## config.mk

```make
export PLATFORM = sky130hd
export DESIGN_NAME = fifo2axis
export DESIGN_NICKNAME = d
export VERILOG_FILES = /design/src/rtl/fifo2axis.sv
export SDC_FILE = /design/constraint.sdc
export NUM_CORES = 1
export LEC_CHECK = 0
export CAP_MARGIN = 15
export CORE_UTILIZATION = 35
export CTS_BUF_LIST = sky130_fd_sc_hd__clkbuf_4 sky130_fd_sc_hd__clkbuf_8 sky130_fd_sc_hd__clkbuf_16
export CTS_CLUSTER_SIZE = 30
export DETAILED_ROUTE_END_ITERATION = 7
export PLACE_DENSITY = 0.69
export SETUP_SLACK_MARGIN = 0.4
export SYNTH_ARGS = -nofsm -noshare
export SYNTH_HDL_FRONTEND = slang
export SYNTH_SLANG_ARGS = --single-unit
```

## constraint.sdc

```tcl
create_clock -name clk -period 4.81 [get_ports clk]
set_clock_uncertainty 0.15 [all_clocks]
set_input_delay 0.7215 -clock clk [delete_from_list [all_inputs] [get_ports clk]]
set_output_delay 0.7215 -clock clk [all_outputs]
set_load 0.02 [all_outputs]
```

## src/rtl/fifo2axis.sv

```systemverilog
// fifo2axis: drains a 1-cycle-latency FIFO read port into AXI-Stream frames
// of FRAME_LEN words, with tlast on the final word of each frame. A 2-entry
// skid buffer hides the FIFO read latency so one word per cycle is sustained.
//
// Optional feature macro: FIFO2AXIS_TIMEOUT_EN
//   defined   -> a stalled partial frame is closed after TIMEOUT idle cycles
//                by emitting zero words up to and including tlast (PAD state)
//   undefined -> a partial frame waits indefinitely; padded is tied to 0
//
// Handshake: a word transfers on any rising edge where m_axis_tvalid and
// m_axis_tready are both high. tvalid is driven only from registers (never
// from tready); once raised, tvalid, tdata and tlast hold until that transfer.
module fifo2axis #(
  parameter int DATA_WIDTH = 32,
  parameter int FRAME_LEN  = 4,
  parameter int TIMEOUT    = 16
) (
  input  logic                  clk,
  input  logic                  rst,
  input  logic [DATA_WIDTH-1:0] fifo_rdata,
  input  logic                  fifo_empty,
  output logic                  fifo_rd,
  output logic [DATA_WIDTH-1:0] m_axis_tdata,
  output logic                  m_axis_tvalid,
  input  logic                  m_axis_tready,
  output logic                  m_axis_tlast,
  output logic                  frame_done,
  output logic                  padded
);

  localparam int IDX_W = (FRAME_LEN > 1) ? $clog2(FRAME_LEN) : 1;
  localparam logic [IDX_W-1:0] LAST_IDX = IDX_W'(FRAME_LEN - 1);

  typedef enum logic [1:0] {
    IDLE   = 2'd0,
`ifdef FIFO2AXIS_TIMEOUT_EN
    STREAM = 2'd1,
    PAD    = 2'd2
`else
    STREAM = 2'd1
`endif
  } state_t;

  state_t                state;
  logic [IDX_W-1:0]      word_idx;
  logic [DATA_WIDTH-1:0] skid0;     // head of the skid buffer
  logic [DATA_WIDTH-1:0] skid1;
  logic [1:0]            count;     // skid buffer occupancy, 0..2
  logic                  pending;   // a FIFO word lands in the buffer this cycle
  logic                  in_pad;
  logic                  hs;
  logic                  buf_pop;

`ifdef FIFO2AXIS_TIMEOUT_EN
  assign in_pad = (state == PAD);
`else
  assign in_pad = 1'b0;
`endif

  assign m_axis_tvalid = (count != 2'd0) | in_pad;
  assign m_axis_tdata  = in_pad ? '0 : skid0;
  assign m_axis_tlast  = (word_idx == LAST_IDX);
  assign hs            = m_axis_tvalid & m_axis_tready;
  // Padding words are synthesised, so only real transfers drain the buffer.
  assign buf_pop       = hs & ~in_pad;

  // Read ahead only while the buffer plus the in-flight word still leaves a
  // free slot after this cycle's pop; that bound makes overflow impossible.
  assign fifo_rd = ~rst & ~fifo_empty & ~in_pad &
                   (({1'b0, count} + {2'b00, pending}) < (3'd2 + {2'b00, buf_pop}));

  // Skid buffer: capture the word read last cycle, shift on pop.
  always_ff @(posedge clk or posedge rst) begin
    if (rst) begin
      pending <= 1'b0;
      count   <= 2'd0;
      skid0   <= '0;
      skid1   <= '0;
    end else begin
      pending <= fifo_rd;
      case ({pending, buf_pop})
        2'b10: begin
          if (count == 2'd0) skid0 <= fifo_rdata;
          else               skid1 <= fifo_rdata;
          count <= count + 2'd1;
        end
        2'b01: begin
          skid0 <= skid1;
          count <= count - 2'd1;
        end
        2'b11: begin
          if (count == 2'd1) begin
            skid0 <= fifo_rdata;
          end else begin
            skid0 <= skid1;
            skid1 <= fifo_rdata;
          end
        end
        default: ;
      endcase
    end
  end

  a_no_overflow: assert property (@(posedge clk) disable iff (rst)
    !(pending && !buf_pop && (count == 2'd2)));

`ifdef FIFO2AXIS_TIMEOUT_EN
  localparam int TO_W = $clog2(TIMEOUT + 1);
  localparam logic [TO_W-1:0] TO_LAST = TO_W'(TIMEOUT - 1);

  logic [TO_W-1:0] to_cnt;
  logic            stall_idle;
  logic            to_fire;

  // A frame is stalled when nothing is buffered, in flight, or available.
  assign stall_idle = (state == STREAM) && (count == 2'd0) && !pending && fifo_empty;
  assign to_fire    = stall_idle && (to_cnt == TO_LAST);

  // Count consecutive stalled cycles; any push or progress restarts the count.
  always_ff @(posedge clk or posedge rst) begin
    if (rst) begin
      to_cnt <= '0;
    end else if (stall_idle && !to_fire) begin
      to_cnt <= to_cnt + 1'b1;
    end else begin
      to_cnt <= '0;
    end
  end
`else
  logic [31:0] timeout_unused;
  assign timeout_unused = 32'(TIMEOUT);
  assign padded = 1'b0;
`endif

  // Frame FSM: tracks word position and pulses the completion flags.
  always_ff @(posedge clk or posedge rst) begin
    if (rst) begin
      state      <= IDLE;
      word_idx   <= '0;
      frame_done <= 1'b0;
`ifdef FIFO2AXIS_TIMEOUT_EN
      padded     <= 1'b0;
`endif
    end else begin
      frame_done <= 1'b0;
`ifdef FIFO2AXIS_TIMEOUT_EN
      padded     <= 1'b0;
`endif
      if (hs) begin
        word_idx <= m_axis_tlast ? '0 : word_idx + 1'b1;
      end
      case (state)
        IDLE: begin
          if (hs) state <= STREAM;
        end
        STREAM: begin
          if (hs && m_axis_tlast) begin
            state      <= IDLE;
            frame_done <= 1'b1;
          end
`ifdef FIFO2AXIS_TIMEOUT_EN
          else if (to_fire) begin
            state <= PAD;
          end
`endif
        end
`ifdef FIFO2AXIS_TIMEOUT_EN
        PAD: begin
          if (hs && m_axis_tlast) begin
            state      <= IDLE;
            frame_done <= 1'b1;
            padded     <= 1'b1;
          end
        end
`endif
        default: state <= IDLE;
      endcase
    end
  end

endmodule

```

==> results.sh <==
export IMPL_outcome="completed"
export IMPL_synth_flop_cell="dfrtp_1"
export IMPL_comb_power_share=0.441
export IMPL_grt_pass1_vias=2175
export IMPL_ff2ff_path_depth=6
export IMPL_numCtsBuffers=9
export IMPL_slowest_stage="clkdlybuf4s50_1"
export IMPL_die_x_um=94.8
export IMPL_dieArea_sq_um=8980
export IMPL_avgSynthCellArea_sq_um=13.5
export IMPL_antenna_found_initial=0
export IMPL_timing_rr_start="count[0]$_DFFE_PP0P_"
export IMPL_synth_top_area_frac=0.590
export IMPL_tightest_slew_ps=807
export IMPL_power_density_nw_per_um2=676
export IMPL_critPathKind="input pin to output port"
export IMPL_ir_worst_vdd_mv=0.271
export IMPL_synth_seq_cells=71
export IMPL_rsz0062_at_grt="no"
export IMPL_fmax_mhz=278
export IMPL_portBuffers=71
export IMPL_path_clk_slew_ps=60
export IMPL_synth_area_sq_um=3010
export IMPL_ant_nets=0
export IMPL_vias=2095
export IMPL_drc_errors=0
export IMPL_firstDrtPassIters=4
export IMPL_ys_seq_area_frac=0.590
export IMPL_wl_per_cell_um=16.8
export IMPL_timing_rr_end="m_axis_tdata[28]$_DFFE_PP0P_"
export IMPL_final_seq_area_sq_um=1780
export IMPL_grt_max_degree=37
export IMPL_power_uw=2700
export IMPL_hold_viol_final=0
export IMPL_gp_congestion=0.799
export IMPL_drv_cap=0
export IMPL_arrival_ps=2730
export IMPL_clockPowerShare=0.167
export IMPL_drive_above_1_share=0.0946
export IMPL_cts_tree="yes"
export IMPL_sw_frac_of_total=0.352
export IMPL_cts_htree_levels=3
export IMPL_tns_ps=0
export IMPL_n_antenna_cell=0
export IMPL_power_switching_uw=952
export IMPL_grt_usage=0.167
export IMPL_avgViaCountPerCell=5.22
export IMPL_fin_nets=333
export IMPL_ctsHoldBuffers=0
export IMPL_hold_path_class="flip-flop to flip-flop"
export IMPL_cp_start_kind="input pin"
export IMPL_cts_setup_buffers=0
export IMPL_worstPathMaxFanout=6
export IMPL_synth_area_leaders="dfrtp_1, mux2_1, a221o_1, and3_1, ha_1"
export IMPL_ys_warn_count=0
export IMPL_slew_limit_headroom=0.462
export IMPL_r2r_slack_ps=2450
export IMPL_synth_most_common_cell="dfrtp_1"
export IMPL_drt_iter0_markers=72
export IMPL_synth_edf_count=0
export IMPL_cp_end_kind="output port"
export IMPL_fillCellCount=744
export IMPL_start_util=0.365
export IMPL_core_sq_um=8260
export IMPL_pwr_share_seq=0.392
export IMPL_setup_viol=0
export IMPL_clockBufferDepth=2
export IMPL_clk_latency_ps=340
export IMPL_period_minus_slack_ps=3600
export IMPL_syn_inst=223
export IMPL_cts_resized=0
export IMPL_cts_root_buffer="clkbuf_8"
export IMPL_whs_path_depth=1
export IMPL_multiInputGateArea_sq_um=1150
export IMPL_synthesis_nets=265
export IMPL_pin_count=73
export IMPL_cpMostUsedCell="clkdlybuf4s50_1"
export IMPL_grt_pass1_wl_mm=11.2
export IMPL_period_share=0.748
export IMPL_areaGrowthSynthToFinish_pct=32.9
export IMPL_synth_common_cells="dfrtp_1, and3_1, a221o_1"
export IMPL_die_h_um=94.8
export IMPL_dp_final_hpwl_mm=4.30
export IMPL_internal_power_uw=1750
export IMPL_grt_overflow=0
export IMPL_path_cells="clkdlybuf4s50_1, nand2b_1, o21ai_0, nor4b_1, clkdlybuf4s50_1"
export IMPL_num_rows=33
export IMPL_min_to="skid1[23]$_DFFE_PP0P_"
export IMPL_leakage_uw=0.00178
export IMPL_clock_sinks=71
export IMPL_min_from="skid1[23]$_DFFE_PP0P_"
export IMPL_cpPeakStageDelay_ps=690
export IMPL_routed_wl_mm=6.74
export IMPL_required_ps=3940
export IMPL_yosys_area_top_type="dfrtp_1"
export IMPL_slew_violations=0
export IMPL_postSynth_asyncResetShare=1.00
export IMPL_synth_cell_type_count=29
==> layer usage <==
layer,wire (um),global-route usage,vias up
li1,-,-,973
met1,3090,0.216,1054
met2,3200,0.269,56
met3,321,0.0338,12
met4,129,0.0758,0
met5,0,0,-
==> worst max-delay path by stage <==
stage	cells after the start	slack (ps)	from	end
after floorplan	5	2070	count[0]$_DFFE_PP0P_	fifo_rd
after global placement	5	1330	m_axis_tready	fifo_rd
after detailed placement	5	1210	m_axis_tready	fifo_rd
after CTS	5	1200	m_axis_tready	fifo_rd
after global routing	5	1070	m_axis_tready	fifo_rd
final	5	1210	m_axis_tready	fifo_rd
==> cell usage in the layout, fill, tap and decap left out, drive strengths merged, types with 2 or more instances in the layout <==
| master | netlist | layout |
|---|---|---|
| clkinv | 0 | 2 |
| a21oi | 2 | 2 |
| and3 | 34 | 34 |
| nand2 | 8 | 8 |
| clkdlybuf4s50 | 0 | 71 |
| clkinvlp | 0 | 2 |
| mux2 | 32 | 32 |
| ha | 6 | 6 |
| dfrtp | 71 | 71 |
| nor2 | 2 | 2 |
| buf | 10 | 3 |
| clkbuf | 7 | 12 |
| a221o | 31 | 31 |
| nand2b | 2 | 2 |
| inv | 4 | 4 |
| xnor2 | 2 | 2 |
==> sequential cells by signal, summed over array words and instances, names as in the netlist <==
name          cells
pending           1
state             1
m_axis_tdata     32
frame_done        1
count             2
word_idx          2
skid1            32
==> power groups by stage <==
stage | sequential, uW | combinational [uW] | clock (uW)
2_1_floorplan | 1210 | 582 | 0
3_3_place_gp | 1060 | 1180 | 0
3_5_place_dp | 1070 | 1210 | 0
4_1_cts | 1060 | 1210 | 469
5_1_grt | 1090 | 1300 | 494
6_report | 1060 | 1190 | 452
==> final cells by class <==
type                    instances  share of cell area
well taps                     105              0.0328
clock inverters                 4             0.00719
multi-input cells             131               0.288
flip-flops and latches         71               0.444
repair buffers                 74               0.183
clock buffers                  12              0.0413
inverters                       4             0.00375
==> worst max-delay path, delay by kind of cell <==
kind / cells / cell delay, ps
AOI/OAI and AO/OA: 1 / 200
buffers and inverters: 2 / 1270
and+or+nand+nor: 2 / 530
==> kinds of logic after synthesis <==
logic type	after synthesis	synth area share
simple gates	50	0.0972
fa+ha+maj	6	0.0249
flops	71	0.590
xor+xnor	2	0.00582
mux	33	0.124
other cells	1	0.00125
buf+inv	21	0.0312
compound gates	39	0.125
==> stage by stage <==
step                setup slack, ps  area (sq um)   util  cells  hold WS, ps
floorplan                      2070          3010      -    223          299
global placement               1330          3810  0.461    385          308
detailed placement             1210          3810  0.461    385          317
CTS                            1200          4000  0.485    401          333
global route                   1070          4000  0.485    401          339
finish                         1210          4000  0.485    401          327
Note: power is estimated with default switching activity, not from simulation.
